$ cat src/rtl/da_fir_sequencer_pkg.sv
// Shared types and default widths for the distributed-arithmetic FIR sequencer.
package da_pkg;

   localparam int DA_WORD_WIDTH = 16;
   localparam int DA_SUM_WIDTH  = 18;

   // IDLE waits for a sample, SHIFT runs the bit-cycles, STALL parks on the
   // sign-bit cycle until the output register is free.
   typedef enum logic [1:0] {
      IDLE  = 2'd0,
      SHIFT = 2'd1,
      STALL = 2'd2
   } da_seq_state_t;

endpackage

$ cat src/rtl/da_fir_sequencer_bit_counter.sv
// Bit-cycle counter for the DA sequencer: counts shift cycles within one sample
// and flags the sign-bit (last) cycle.
module da_bit_counter
   import da_pkg::*;
#(
   parameter int WORD_WIDTH = DA_WORD_WIDTH,
   parameter int CNT_WIDTH  = (WORD_WIDTH > 1) ? $clog2(WORD_WIDTH) : 1
)
(
   input  logic                 clk,
   input  logic                 rst,
   input  logic                 clr,
   input  logic                 inc,
   output logic [CNT_WIDTH-1:0] cnt,
   output logic                 last
);

   localparam logic [CNT_WIDTH-1:0] C_LAST = CNT_WIDTH'(WORD_WIDTH - 1);
   localparam logic [CNT_WIDTH-1:0] C_ONE  = CNT_WIDTH'(1);
   localparam logic [CNT_WIDTH-1:0] C_ZERO = CNT_WIDTH'(0);

   logic [CNT_WIDTH-1:0] r_cnt;

   // Counter register: clear has priority over increment; holds otherwise.
   always_ff @(posedge clk) begin
      if (!rst) begin
         r_cnt <= C_ZERO;
      end else if (clr) begin
         r_cnt <= C_ZERO;
      end else if (inc) begin
         r_cnt <= r_cnt + C_ONE;
      end else begin
         r_cnt <= r_cnt;
      end
   end

   assign cnt  = r_cnt;
   assign last = (r_cnt == C_LAST);

endmodule

$ cat src/rtl/da_fir_sequencer.sv
// Bit-serial sequencer for a distributed-arithmetic FIR subfilter chain.
// Takes one sample per handshake, runs WORD_WIDTH bit-cycles on the chain,
// then registers the adder-tree sum with valid/ready back-pressure.
module da_fir_sequencer
   import da_pkg::*;
#(
   parameter int WORD_WIDTH = DA_WORD_WIDTH,
   parameter int SUM_WIDTH  = DA_SUM_WIDTH
)
(
   input  logic                  clk,
   input  logic                  rst,
   input  logic                  s_valid,
   output logic                  s_ready,
   input  logic [WORD_WIDTH-1:0] s_data,
   output logic                  x_we,
   output logic [WORD_WIDTH-1:0] x,
   output logic                  en,
   output logic                  ts,
   output logic                  acc_clr,
   input  logic [SUM_WIDTH-1:0]  y_sum,
   output logic                  m_valid,
   input  logic                  m_ready,
   output logic [SUM_WIDTH-1:0]  y_out,
   output logic                  busy
);

   localparam int CNT_WIDTH = (WORD_WIDTH > 1) ? $clog2(WORD_WIDTH) : 1;

   da_seq_state_t          r_state;
   logic                   r_m_valid;
   logic [SUM_WIDTH-1:0]   r_y_out;

   // The counter value itself is only consumed through its last flag.
   logic [CNT_WIDTH-1:0]   w_cnt_unused;
   logic                   w_last;
   logic                   w_accept;
   logic                   w_capture;
   logic                   w_cnt_clr;
   logic                   w_cnt_inc;

   da_bit_counter #(
      .WORD_WIDTH (WORD_WIDTH),
      .CNT_WIDTH  (CNT_WIDTH)
   ) u_bit_counter (
      .clk  (clk),
      .rst  (rst),
      .clr  (w_cnt_clr),
      .inc  (w_cnt_inc),
      .cnt  (w_cnt_unused),
      .last (w_last)
   );

   // Chain controls and handshake decode; everything is forced low during reset.
   always_comb begin
      w_accept  = 1'b0;
      w_capture = 1'b0;
      w_cnt_clr = 1'b0;
      w_cnt_inc = 1'b0;
      s_ready   = 1'b0;
      x_we      = 1'b0;
      acc_clr   = 1'b0;
      en        = 1'b0;
      ts        = 1'b0;
      if (!rst) begin
         s_ready = 1'b0;
      end else begin
         case (r_state)
            IDLE: begin
               s_ready = 1'b1;
               if (s_valid) begin
                  // Load the sample and clear accumulators; no shift this cycle.
                  w_accept  = 1'b1;
                  x_we      = 1'b1;
                  acc_clr   = 1'b1;
                  w_cnt_clr = 1'b1;
               end else begin
                  w_accept = 1'b0;
               end
            end
            SHIFT: begin
               if (w_last) begin
                  ts = 1'b1;
                  if (!r_m_valid || m_ready) begin
                     w_capture = 1'b1;
                     en        = 1'b1;
                     w_cnt_clr = 1'b1;
                  end else begin
                     // Output slot occupied: freeze the chain on the sign bit.
                     en = 1'b0;
                  end
               end else begin
                  en        = 1'b1;
                  w_cnt_inc = 1'b1;
               end
            end
            STALL: begin
               ts = 1'b1;
               if (m_ready) begin
                  w_capture = 1'b1;
                  en        = 1'b1;
                  w_cnt_clr = 1'b1;
               end else begin
                  en = 1'b0;
               end
            end
            default: begin
               s_ready = 1'b0;
            end
         endcase
      end
   end

   // Sequencer state and registered result with valid/ready hand-off.
   always_ff @(posedge clk) begin
      if (!rst) begin
         r_state   <= IDLE;
         r_m_valid <= 1'b0;
         r_y_out   <= {SUM_WIDTH{1'b0}};
      end else begin
         case (r_state)
            IDLE: begin
               if (w_accept) begin
                  r_state <= SHIFT;
               end else begin
                  r_state <= IDLE;
               end
            end
            SHIFT: begin
               if (w_capture) begin
                  r_state <= IDLE;
               end else if (w_last) begin
                  r_state <= STALL;
               end else begin
                  r_state <= SHIFT;
               end
            end
            STALL: begin
               if (w_capture) begin
                  r_state <= IDLE;
               end else begin
                  r_state <= STALL;
               end
            end
            default: begin
               r_state <= IDLE;
            end
         endcase

         // A capture in the same cycle as a consume keeps valid high.
         if (w_capture) begin
            r_m_valid <= 1'b1;
            r_y_out   <= y_sum;
         end else if (r_m_valid && m_ready) begin
            r_m_valid <= 1'b0;
            r_y_out   <= r_y_out;
         end else begin
            r_m_valid <= r_m_valid;
            r_y_out   <= r_y_out;
         end
      end
   end

   assign x       = s_data;
   assign m_valid = r_m_valid;
   assign y_out   = r_y_out;
   assign busy    = (r_state != IDLE);

endmodule

$ cat config.mk
export PLATFORM = sky130hd
export DESIGN_NAME = da_fir_sequencer
export DESIGN_NICKNAME = d
export VERILOG_FILES = /design/src/rtl/da_fir_sequencer_pkg.sv /design/src/rtl/da_fir_sequencer_bit_counter.sv /design/src/rtl/da_fir_sequencer.sv
export SDC_FILE = /design/constraint.sdc
export NUM_CORES = 1
export LEC_CHECK = 0
export CAP_MARGIN = 20
export CORE_ASPECT_RATIO = 0.9
export CORE_MARGIN = 2
export CORE_UTILIZATION = 38
export CTS_BUF_LIST = sky130_fd_sc_hd__clkbuf_16
export DETAILED_ROUTE_END_ITERATION = 10
export GPL_ROUTABILITY_DRIVEN = 1
export PLACE_DENSITY = 0.84
export REMOVE_ABC_BUFFERS = 1
export SYNTH_ARGS = -nofsm -noshare
export SYNTH_HDL_FRONTEND = slang
export SYNTH_SLANG_ARGS = --single-unit
$ cat constraint.sdc
create_clock -name clk -period 2.69 [get_ports clk]
set_input_delay 0.538 -clock clk [delete_from_list [all_inputs] [get_ports clk]]
set_output_delay 0.538 -clock clk [all_outputs]
set_load 0.05 [all_outputs]
Word level (Yosys, flattened, before mapping) --
Cells that the tools add are included.
Storage, ports and cells: flip-flop bits (word level) 25, bits of input ports 38, output and inout bits 41, word-level logic and storage cells 44
Cells by class: $add $sub $neg 1, equality and inequality tests 3, muxes and demuxes 28, bitwise operators 1, reductions and logical operators 7
Operators by type and width (count):
- $mux W1 | 20
- $mux W2 | 3
- $pmux W1 S2 | 3
- $pmux W2 S3 | 1
- $add A4 B1 Y4 const B | 1
- $eq A4 B4 Y1 const B | 1
- $reduce_bool A2 Y1 | 2
- $pmux W1 S3 | 1
- $eq A2 B1 Y1 const B | 1
- $eq A2 B2 Y1 const B | 1
- $logic_not A2 Y1 | 1
- $reduce_or A2 Y1 | 1
- $logic_and A1 B1 Y1 | 1
- $logic_not A1 Y1 | 1
- $logic_or A1 B1 Y1 | 1
- $not A1 Y1 | 1

Longest topological paths before layout --
word-level depth 8, gate-level depth with buffers 8, depth with buffers taken out 5

By module --
From an unflattened synthesis, not the netlist that was laid out.
Unflattened totals: cell total of the unflattened synthesis 108, area, all modules 1157.4 µm²
By module, submodules not included:
- da_fir_sequencer | times used 1, cells each 90, area each 968.4 µm², sequential area each 420.4 µm²
- da_bit_counter | times used 1, cells each 18, area each 188.9 µm², sequential area each 80.1 µm²

Worst setup path before layout --
Ideal clock, no wire load.
path type register to output, from register r_state[0], to output en, arrival 1.611 ns, data required time 2.152 ns, slack 0.541 ns, stages on the path, launching flop included 5, cell sequence dfxtp_1 -> inv_1 -> ha_1 -> nand2_2 -> a21oi_1
On the way: longest elaborated chain between the ends 3, elaborated cells on any way between the ends 4, classes of those cells 2 x eq/ne; 2 x mux
RTL lines:
- start: declaration | line da_fir_sequencer.sv:30 | da_seq_state_t r_state;
- start signal: assignment | line da_fir_sequencer.sv:117 | r_state <= IDLE;
- start signal: assignment | line da_fir_sequencer.sv:124 | r_state <= SHIFT;
- start signal: assignment | line da_fir_sequencer.sv:126 | r_state <= IDLE;
- $eq A2 B2 Y1 / $eq A2 B1 Y1 (equally long branches) | line da_fir_sequencer.sv:68 | case (r_state)
- $pmux W1 S2 * | line da_fir_sequencer.sv:68
- $mux W1 * | line da_fir_sequencer.sv:65 | if (!rst) begin
- end: declaration | line da_fir_sequencer.sv:18 | output logic en,
Every way passes the cells marked *; elsewhere a longest branch is shown, timed or not.

Final worst setup path --
from input rst, to output s_ready
On the way: longest elaborated chain between the ends 1
RTL lines:
- start: declaration | line da_fir_sequencer.sv:12 | input logic rst,
- $mux W1 | line da_fir_sequencer.sv:65
- end: declaration | line da_fir_sequencer.sv:14 | output logic s_ready,
Every way passes these cells.

==> results.md <==
* Status: complete, no violations
* Async SR Flop Fraction at 0
* EDFF count, synth at 0
* Via/cell ratio at around 5.5
* Drt pass-1 iters at 4
* Area fraction of the dominant cell type after synthesis at 0.414
* Placer Congestion at 0.829
* Die H at ~58 microns
* Netlist cell types at 32
* Fin cells at about 190
* Area leader, netlist: dfxtp_1
* Gr usage total at 0.165
* Top_reg_cell synth: dfxtp_1
* Die ar. at around 3600 sq um
* CP Data Arrival Time at 1.79 ns
* Grt total ovfl at 0
* CTS H-tree lvls at 1
* Synth Warn # at 0
* CTS tree: built
* Setup CP Type: primary input to output port
* Multi-input logic area at 512 sq um
* Synth Register Bits at 25
* Wire per inst at 15.5 microns
* Fill count at ~290
* IR drop worst, VDD at approximately 0.0003 V
* P per Cell Area at approximately 470 nW/um^2
* Core area at 3040 sq um
* Final Skew at roughly 0.0019 ns
* Global-route wire length before repair at between 4000 and 5000 microns
* Hold-fix buffers, CTS at 0
* Row count at 19
* Leak at approximately 0.66 nW
* IO Port Bufs at 46
* Final antenna-violating net count at 0
* Final critical-path required period at ~2.3 ns
* Ports at between 70 and 80
* Num CTS Buffers at 3
* Util after Layout at 0.553
* Placed cell areas at between 1500 and 2000 sq um
* Final #Nets at 191
* Worst rel slew slack at 0.593
* Top post-synthesis cells by area: dfxtp_1 (41%), a22o_1 (13%), buf_4 (11%), ha_1 (5.2%), buf_6 (2.8%)
* RSZ-0062 raised after global routing: false
* CTS resizes at 0
* Storage cell area at 500 sq um
* Startpoint types: primary input
* Worst skew pair latency at 0.25 ns
* Cell total after placement at roughly 190
* Post-route clock period utilization at 0.865
* Max Cap Violations at 0
* Starting density of the core at 0.397
* Initial antenna violation count at 0
* Worst EP required at approximately 2.2 ns
* FMAX at between 400 and 500 MHz
* Drt initial violations at 47
* Clock-pin slew on the worst setup and hold paths at ~0.060 ns
* Final setup viols at 0
* Die Wd at ~63 microns
* Share of cells above drive strength 1 at 0.109
* Tightest Hold Check Type: flip-flop to flip-flop
* Largest net degree at the start of global routing at 19
* Ant. Diodes at 0
* Routed WL at slightly below 3000 microns
* CTS sink count at 25
* Final hold vios at 0
* Remaining DRCs at 0
* Dpl hpwl at 2220 microns
* Cell Area, Synth at about 1200 sq um
* Via Count at approximately 1000
* Post-synthesis sequential area ratio at 0.414
* Max-slew violations at 0
* Clk Tree Root Cell: clkbuf_16
* Final setup TNS at 0 ns
* Worst Tran Pin Value at 0.610 ns
* CP max FO at 9
* Clock Tree Buf Depth at 2
* CP Capture Type: output port
* Area growth syn-to-layout at 39.3%
* Vias in the first global route at ~1100
* Synthesized instance count at around 120
* Mean Syn Cell Area at between 10 and 15 sq um
* Setup Buffers After CTS at 0
* Design Area, Final at ~1700 sq um
-- metal layers --
metal,global-route usage,vias to the layer above,wire [microns],part of all wire
li1,-,476,-,-
met1,0.187,467,1170,0.40
met2,0.251,89,1260,0.43
met3,0.114,4,479,0.16
met4,0.0528,0,13,0.0044
met5,0,-,0,0
-- critical path, cell delays in order --
cell             delay, ns
clkdlybuf4s50_1       0.66
inv_1                 0.21
nor2_1                0.22
buf_12                0.17
-- cell type report --
cell class,count,area share
clock buffers,3,0.0446
clock inverters,1,0.00223
inverters,6,0.0134
multi-input cells,65,0.304
flip-flops and latches,25,0.297
well taps,42,0.0312
repair buffers,47,0.308
-- state kept, by name, indices dropped and copies added, names as in the netlist --
signal	flops
r_state	2
u_bit_counter.cnt	4
y_out	18
m_valid	1
-- path summary, 6_finish.rpt --
path / from / endpoint / slack, ns / cells after the start
worst max-delay path: rst / s_ready / 0.36 / 4
worst min-delay path: y_out[15] / y_out[15] / 0.48 / 1
worst max register to register: r_state[1] / y_out[1] / 0.85 / 5
worst min register to register: y_out[15] / y_out[15] / 0.48 / 1
-- Yosys cell counts, types with 2 or more instances --
library cell	number
nor2_1	2
a22o_1	18
inv_1	6
buf_4	18
nand2_1	6
a21oi_1	2
a221oi_1	2
a2111oi_0	2
ha_1	5
dfxtp_1	25
o21ai_0	4
a211oi_1	2
buf_6	3
nand4_1	3
nand3_1	3
-- power breakdown --
| group | total, mW | internal [mW] | leakage (nW) | switching, mW |
|---|---|---|---|---|
| clock network | 0.319 | 0.198 | 0.0423 | 0.121 |
| logic | 0.0995 | 0.0506 | 0.419 | 0.0490 |
| registers | 0.374 | 0.372 | 0.202 | 0.00182 |
-- per-stage QoR --
stage	total power, mW	hold WS [ns]	setup WS (ns)
global placement	0.479	0.462	0.432
finish	0.792	0.480	0.364
global route	0.825	0.497	0.298
detailed placement	0.482	0.464	0.374
CTS	0.801	0.485	0.369
floorplan	0.423	0.488	0.541
-- placed cells by master, fill, tap and decap left out, types with 2 or more instances in the layout --
cell type	count
clkdlybuf4s50_1	41
dfxtp_1	25
a22o_1	18
inv_1	7
nand2_1	6
ha_1	5
buf_12	5
o21ai_0	4
nand3_1	3
nand4_1	3
clkbuf_16	3
nor2_1	2
a21oi_1	2
a211oi_1	2
a221oi_1	2
a2111oi_0	2
-- cells by family (layout without fill, tap and decap cells) --
group,after synthesis,count (layout),synth area share
flip-flops,25,25,0.414
buffers and inverters,28,57,0.163
AO/OA/AOI/OAI,39,39,0.274
adder cells (fa/ha/maj),5,5,0.0518
AND/OR/NAND/NOR,21,21,0.0973
Power figures use the tool's default switching activity.
